## config.mk

```make
export PLATFORM = sky130hd
export DESIGN_NAME = id_operand_stage
export DESIGN_NICKNAME = d
export VERILOG_FILES = /design/src/rtl/id_operand_stage_pkg.sv /design/src/rtl/id_operand_stage_src_decode.sv /design/src/rtl/id_operand_stage.sv
export SDC_FILE = /design/constraint.sdc
export NUM_CORES = 1
export LEC_CHECK = 0
export ABC_AREA = 1
export CAP_MARGIN = 20
export CORE_AREA = 3 3 158 160
export DETAILED_ROUTE_END_ITERATION = 8
export DIE_AREA = 0 0 161 163
export GPL_TIMING_DRIVEN = 1
export PLACE_DENSITY = 0.68
export SLEW_MARGIN = 20
export SYNTH_ARGS = -nofsm -noshare
export SYNTH_HDL_FRONTEND = slang
export SYNTH_HIERARCHICAL = 1
export SYNTH_SLANG_ARGS = --single-unit
```

## constraint.sdc

```tcl
create_clock -name clk -period 2.2 [get_ports clk]
set_input_delay 0.22 -clock clk [delete_from_list [all_inputs] [get_ports clk]]
set_output_delay 0.22 -clock clk [all_outputs]
set_load 0.005 [all_outputs]
```

## src/rtl/id_operand_stage_pkg.sv

```systemverilog
// Shared decode constants for the ID operand stage: MIPS opcode/funct
// encodings needed by the source-usage decoder, plus the boot PC.
package id_operand_stage_pkg;

   localparam logic [31:0] PKG_RESET_PC = 32'hbfc00000;

   typedef enum logic [5:0] {
      OP_SPECIAL = 6'h00,
      OP_J       = 6'h02,
      OP_JAL     = 6'h03,
      OP_BEQ     = 6'h04,
      OP_BNE     = 6'h05,
      OP_LUI     = 6'h0f,
      OP_LWL     = 6'h22,
      OP_LWR     = 6'h26,
      OP_SB      = 6'h28,
      OP_SH      = 6'h29,
      OP_SWL     = 6'h2a,
      OP_SW      = 6'h2b,
      OP_SWR     = 6'h2e
   } opcode_e;

   // Immediate-shift functs under SPECIAL: these read rt and shamt, never rs.
   localparam logic [5:0] FN_SLL_2 = 6'h00;
   localparam logic [5:0] FN_SRL_2 = 6'h02;
   localparam logic [5:0] FN_SRA_2 = 6'h03;

   typedef enum logic {
      SRC_RS = 1'b0,
      SRC_RT = 1'b1
   } src_e;

endpackage

```

## src/rtl/id_operand_stage_src_decode.sv

```systemverilog
// Source-usage sub-decoder: tells the operand stage which of rs/rt an
// instruction actually reads, so unused sources never raise a hazard.
module id_src_decode
   import id_operand_stage_pkg::*;
(
   input  logic [31:0] inst,
   output logic        rs_used,
   output logic        rt_used
);

   logic [5:0] op;
   logic [5:0] funct;
   logic       unused_inst_bits;

   assign op               = inst[31:26];
   assign funct            = inst[5:0];
   assign unused_inst_bits = ^inst[25:6];

   // Classify the instruction by opcode (and funct for SPECIAL).
   always_comb begin
      // NOTE: defaults first so every path assigns both outputs and no latch is inferred.
      rs_used = 1'b1;
      rt_used = 1'b0;
      unique case (op)
         OP_J, OP_JAL, OP_LUI: rs_used = 1'b0;
         OP_SPECIAL: begin
            rt_used = 1'b1;
            if (funct == FN_SLL_2 || funct == FN_SRL_2 || funct == FN_SRA_2)
               rs_used = 1'b0;
         end
         OP_BEQ, OP_BNE,
         OP_SB, OP_SH, OP_SW, OP_SWL, OP_SWR,
         OP_LWL, OP_LWR: rt_used = 1'b1;
         default: ;
      endcase
   end

endmodule

```

## src/rtl/id_operand_stage.sv

```systemverilog
// ID-stage front end: IF->ID pipeline register under valid/allowin,
// operand fetch from the regfile or NUM_FWD bypass channels (channel 0 is
// youngest), load-use interlock and a saturating stall-cycle counter.
module id_operand_stage
   import id_operand_stage_pkg::*;
#(
   parameter int               XLEN     = 32,
   parameter int               NUM_FWD  = 3,
   parameter logic [XLEN-1:0]  RESET_PC = XLEN'(PKG_RESET_PC),
   parameter int               CNT_W    = 16
) (
   input  logic                  clk,
   input  logic                  resetn,
   input  logic                  flush,
   input  logic                  if_valid,
   input  logic [XLEN-1:0]       if_pc,
   input  logic [31:0]           if_inst,
   output logic                  id_allowin,
   input  logic                  exe_allowin,
   output logic                  id_to_exe_valid,
   output logic [XLEN-1:0]       id_pc,
   output logic [31:0]           id_inst,
   output logic [4:0]            reg_raddr1,
   output logic [4:0]            reg_raddr2,
   input  logic [XLEN-1:0]       reg_rdata1,
   input  logic [XLEN-1:0]       reg_rdata2,
   input  logic [NUM_FWD-1:0]    fwd_valid,
   input  logic [5*NUM_FWD-1:0]  fwd_dest,
   input  logic [NUM_FWD-1:0]    fwd_ready,
   input  logic [XLEN*NUM_FWD-1:0] fwd_data,
   output logic [XLEN-1:0]       id_vsrc1,
   output logic [XLEN-1:0]       id_vsrc2,
   output logic                  id_hazard,
   output logic [CNT_W-1:0]      stall_cnt
);

   logic              id_valid_q, id_valid_d;
   logic [XLEN-1:0]   id_pc_q,    id_pc_d;
   logic [31:0]       id_inst_q,  id_inst_d;
   logic [CNT_W-1:0]  stall_cnt_q, stall_cnt_d;

   logic              rs_used, rt_used;
   logic              ready_go;
   logic [9:0]        src_addr;
   logic [2*XLEN-1:0] src_rdata;
   logic [2*XLEN-1:0] src_val;
   logic [1:0]        src_hazard;

   id_src_decode u_src_decode (
      .inst    (id_inst_q),
      .rs_used (rs_used),
      .rt_used (rt_used)
   );

   assign reg_raddr1 = rs_used ? id_inst_q[25:21] : 5'd0;
   assign reg_raddr2 = rt_used ? id_inst_q[20:16] : 5'd0;

   assign src_addr  = {reg_raddr2, reg_raddr1};
   assign src_rdata = {reg_rdata2, reg_rdata1};

   for (genvar s = 0; s < 2; s++) begin : g_src
      logic [4:0]      addr;
      logic [XLEN-1:0] val;
      logic            haz;

      assign addr = src_addr[5*s +: 5];

      // Resolve one source: $0 is constant zero, else youngest matching channel, else regfile.
      always_comb begin
         logic hit;
         val = src_rdata[XLEN*s +: XLEN];
         haz = 1'b0;
         hit = 1'b0;
         if (addr == 5'd0) begin
            val = '0;
         end else begin
            for (int c = 0; c < NUM_FWD; c++) begin
               if (!hit && fwd_valid[c] && fwd_dest[5*c +: 5] == addr) begin
                  hit = 1'b1;
                  if (fwd_ready[c]) val = fwd_data[XLEN*c +: XLEN];
                  else              haz = 1'b1;
               end
            end
         end
      end

      assign src_val[XLEN*s +: XLEN] = val;
      assign src_hazard[s]           = haz;
   end

   assign id_vsrc1 = src_val[XLEN*SRC_RS +: XLEN];
   assign id_vsrc2 = src_val[XLEN*SRC_RT +: XLEN];

   assign id_hazard       = id_valid_q & (|src_hazard);
   assign ready_go        = !id_hazard;
   assign id_allowin      = !id_valid_q | (ready_go & exe_allowin);
   assign id_to_exe_valid = id_valid_q & ready_go & !flush;

   assign id_pc     = id_pc_q;
   assign id_inst   = id_inst_q;
   assign stall_cnt = stall_cnt_q;

   // Next-state for the pipeline register and the saturating stall counter.
   always_comb begin
      id_valid_d  = id_valid_q;
      id_pc_d     = id_pc_q;
      id_inst_d   = id_inst_q;
      stall_cnt_d = stall_cnt_q;

      if (flush) begin
         id_valid_d = 1'b0;
      end else if (id_allowin) begin
         id_valid_d = if_valid;
         if (if_valid) begin
            id_pc_d   = if_pc;
            id_inst_d = if_inst;
         end
      end

      if (id_valid_q && id_hazard && !flush && stall_cnt_q != '1)
         stall_cnt_d = stall_cnt_q + CNT_W'(1);
   end

   // State register with synchronous active-low reset.
   always_ff @(posedge clk) begin
      // NOTE: non-blocking assignments keep every flop sampling pre-edge values.
      if (!resetn) begin
         id_valid_q  <= 1'b0;
         id_pc_q     <= RESET_PC;
         id_inst_q   <= 32'd0;
         stall_cnt_q <= '0;
      end else begin
         id_valid_q  <= id_valid_d;
         id_pc_q     <= id_pc_d;
         id_inst_q   <= id_inst_d;
         stall_cnt_q <= stall_cnt_d;
      end
   end

endmodule

```

==> flow_metrics.py <==
metrics = {
    "detailed_routing": {
        "wl_per_cell_um": 19.6,
        "vias": 11000,
        "vias_per_cell": 5.29,
        "ant_nets": 0,
        "drt_iter0_markers": 965,
        "wl_mm": 40.8,
        "dr.pass1.iters": 5,
        "drcViolationCount": 0,
    },
    "place": {
        "pre_cts_ws_ns": -1.03,
        "place_hpwl_mm": 27.6,
        "gp_congestion": 0.976,
        "io_buffers": 406,
    },
    "floorplanning": {
        "num_rows": 56,
        "core_area_mm2": 0.0235,
        "dieArea_mm2": 0.0262,
        "initial_core_util_pct": 30.3,
        "die_y_um": 163,
        "dieWidth_um": 161,
        "ios": 407,
    },
    "timing": {
        "fin_setup_tns_ns": -126.93,
        "fin_skew_ns": 0.00573,
        "slew_headroom_pct": 63.8,
        "hold_violations": 0,
        "rsz0062_at_grt": "yes",
        "post-route-min-period_ns": 3.23,
        "slew_viol_final": 0,
        "max_freq_ghz": 0.309,
        "setup_viol": 151,
        "worstMarginPinSlew_ns": 0.542,
        "min_period_over_period_pct": 147,
        "whs_ns": 0.324,
        "fin_ws_ns": -1.03,
    },
    "layout": {
        "drive_gt1_share_pct": 35.0,
        "fillers": 2056,
        "multi_input_area_mm2": 0.00559,
        "nets": 2006,
        "areaGrowthSynthToFinish_pct": 108,
        "seq_area_mm2": 0.00164,
    },
    "yosys": {
        "ys_seq_elements": 81,
        "syn_inst": 1199,
        "avgSynthCellArea_um2": 5.95,
        "post-synth-top-count-cell": "nand2_1",
        "yosys.area.top_type": "dfxtp_1",
        "ys_seq_area_share_pct": 22.7,
        "synth_top_area_share_pct": 22.7,
        "synth_cell_type_count": 35,
        "synthTopCellsByArea": "dfxtp_1 (23%), nand2_1 (12%), or2_2 (8.2%)",
        "async_flop_share_pct": 0,
        "synthFlopType": "dfxtp_1",
        "synth.net_count": 1450,
        "netlist_area_mm2": 0.00713,
        "synth_commonest_cells": "nand2_1 (220), nor2_1 (154), inv_1 (112), nand3_1 (112), or2_2 (94)",
        "synth_edf_count": 0,
        "yosysWarnings": 6,
    },
    "power_and_ir_drop": {
        "fin_total_pwr_mw": 5.85,
        "ir_worst_vdd_mv": 0.435,
        "p_leak_nw": 6.48,
        "cellPowerDensity_mw_per_mm2": 395,
    },
    "grt": {
        "met2_usage_pct": 47.3,
        "grt_pass1_vias": 10400,
        "grt_max_degree": 66,
        "grtUsageMet3_pct": 8.95,
        "antenna_found_initial": 4,
        "grt_busiest_layer": "met2",
        "met1_usage_pct": 31.6,
        "grtUsageTotal_pct": 27.8,
        "grt_pass1_wl_mm": 58.0,
        "grt_overflow": 0,
    },
    "setup_path": {
        "end_kind": "output port",
        "crit_fanout": 12,
        "startpoint_type": "register",
        "required_ns": 1.98,
        "crit_type": "reg -> out",
        "arrival_ns": 3.01,
    },
    "clock_tree": {
        "clk_pin_slew_ns": 0.06,
        "postCtsHoldBufs": 0,
        "cts_max_path_buffers": 2,
        "clock-sinks": 81,
        "cts-htree-levels": 3,
        "cts_made_buffers": 9,
        "clk_latency_ns": 0.35,
        "cts_tree": "built",
        "cts_root_buffer": "clkbuf_16",
    },
    "status": {
        "outcome": "finished with violations",
        "violations": "setup timing",
    },
    "flow_run": {
        "cap_violations": 0,
    },
    "hold_path": {
        "hp-class": "in -> reg",
    },
}
## layout by cell type, fill, tap and decap left out, types with 10 or more instances in the layout
cell | netlist | final
a21oi_2 | 21 | 35
o22ai_1 | 62 | 48
buf_16 | 0 | 15
o22ai_2 | 0 | 12
a21oi_1 | 55 | 39
a211oi_2 | 0 | 27
nor2_2 | 3 | 12
o21ai_0 | 66 | 52
nand3_1 | 112 | 97
nand2_4 | 0 | 12
clkdlybuf4s50_1 | 0 | 330
inv_1 | 112 | 102
dfxtp_1 | 81 | 74
buf_4 | 1 | 144
buf_2 | 20 | 52
nand3_2 | 3 | 13
xor2_1 | 10 | 10
nand2_1 | 220 | 176
clkbuf_16 | 0 | 16
buf_6 | 8 | 27
nand4_1 | 20 | 20
nor2_4 | 0 | 14
or2_2 | 94 | 85
nor2_1 | 154 | 131
a31oi_1 | 32 | 25
buf_12 | 0 | 33
clkbuf_2 | 0 | 14
nand2_2 | 7 | 36
## routing by layer
metal  vias to the layer above  wire length [µm]
li1                       5144                 -
met1                      5037             15000
met2                       656             19300
met3                       167              4280
met4                         2              2110
met5                         -                19
## area by class of cell
type | count | area share [%]
Timing Repair Buffer | 633 | 43.3
Multi-Input combinational cell | 915 | 37.7
Sequential cell | 81 | 11.1
Inverter | 115 | 3.03
Tap cell | 319 | 2.70
Clock buffer | 10 | 1.61
Clock inverter | 6 | 0.490
Antenna cell | 3 | 0.0507
## cells by family (layout without fill, tap and decap cells)
family | after synthesis | count (layout) | share of synthesized area [%]
simple gates | 623 | 624 | 39.7
flops | 81 | 81 | 22.7
fa+ha+maj | 1 | 1 | 0.175
buf+inv | 204 | 764 | 12.1
compound gates | 275 | 275 | 23.4
other cells | 0 | 3 | 0
xor+xnor | 15 | 15 | 1.84
## flip-flops by register name, indices dropped and copies added (netlist names)
name	count
id_inst	32
id_pc	32
id_valid_q	1
stall_cnt	16
## what timing repair did
item | 4_1_cts | 5_1_grt
resized for setup | 364 | 193
cloned | 16 | 8
pin swaps | 60 | 80
buffers inserted | 41 | 26
endpoints found under the setup margin | 158 | 154
## through the flow
step                      utilization [%]  cells  area [µm²]
final                                62.9   2082       14800
after global routing                 62.9   2082       14800
after CTS                            60.0   2050       14100
after detailed placement             53.7   1978       12600
after global placement               53.7   1978       12600
after floorplan                         -   1199        7280
## worst max-delay path, cell delays in order, from the launching register on
cell	delay, ns
dfxtp_4	0.37
nor2_1	0.15
o211ai_1	0.18
o21ai_4	0.14
buf_6	0.18
nand2_4	0.09
nand2_4	0.08
buf_4	0.10
buf_4	0.09
inv_1	0.03
nor2_1	0.12
nand3_1	0.15
nand2_1	0.11
inv_2	0.05
nand2_4	0.09
buf_8	0.14
buf_16	0.15
o21ai_0	0.09
a31oi_1	0.18
buf_2	0.16
## power breakdown
part / internal (mW) / total (mW) / switching, mW / leakage, nW
clock: 0.928 / 1.61 / 0.685 / 0.155
combinational: 1.42 / 2.62 / 1.20 / 5.65
sequential: 1.55 / 1.62 / 0.0668 / 0.669
total: 3.89 / 5.85 / 1.95 / 6.48
## worst paths after layout
path                             startpoint            to  slack [ns]  cells after the start
worst min-delay path                 resetn     id_pc[27]        0.32                      3
worst max-delay path            id_inst[27]  id_vsrc2[20]       -1.03                     19
worst max register to register  id_inst[26]     id_pc[19]       -0.96                     20
worst min register to register    id_pc[27]     id_pc[27]        0.46                      2
Power figures use the tool's default switching activity.
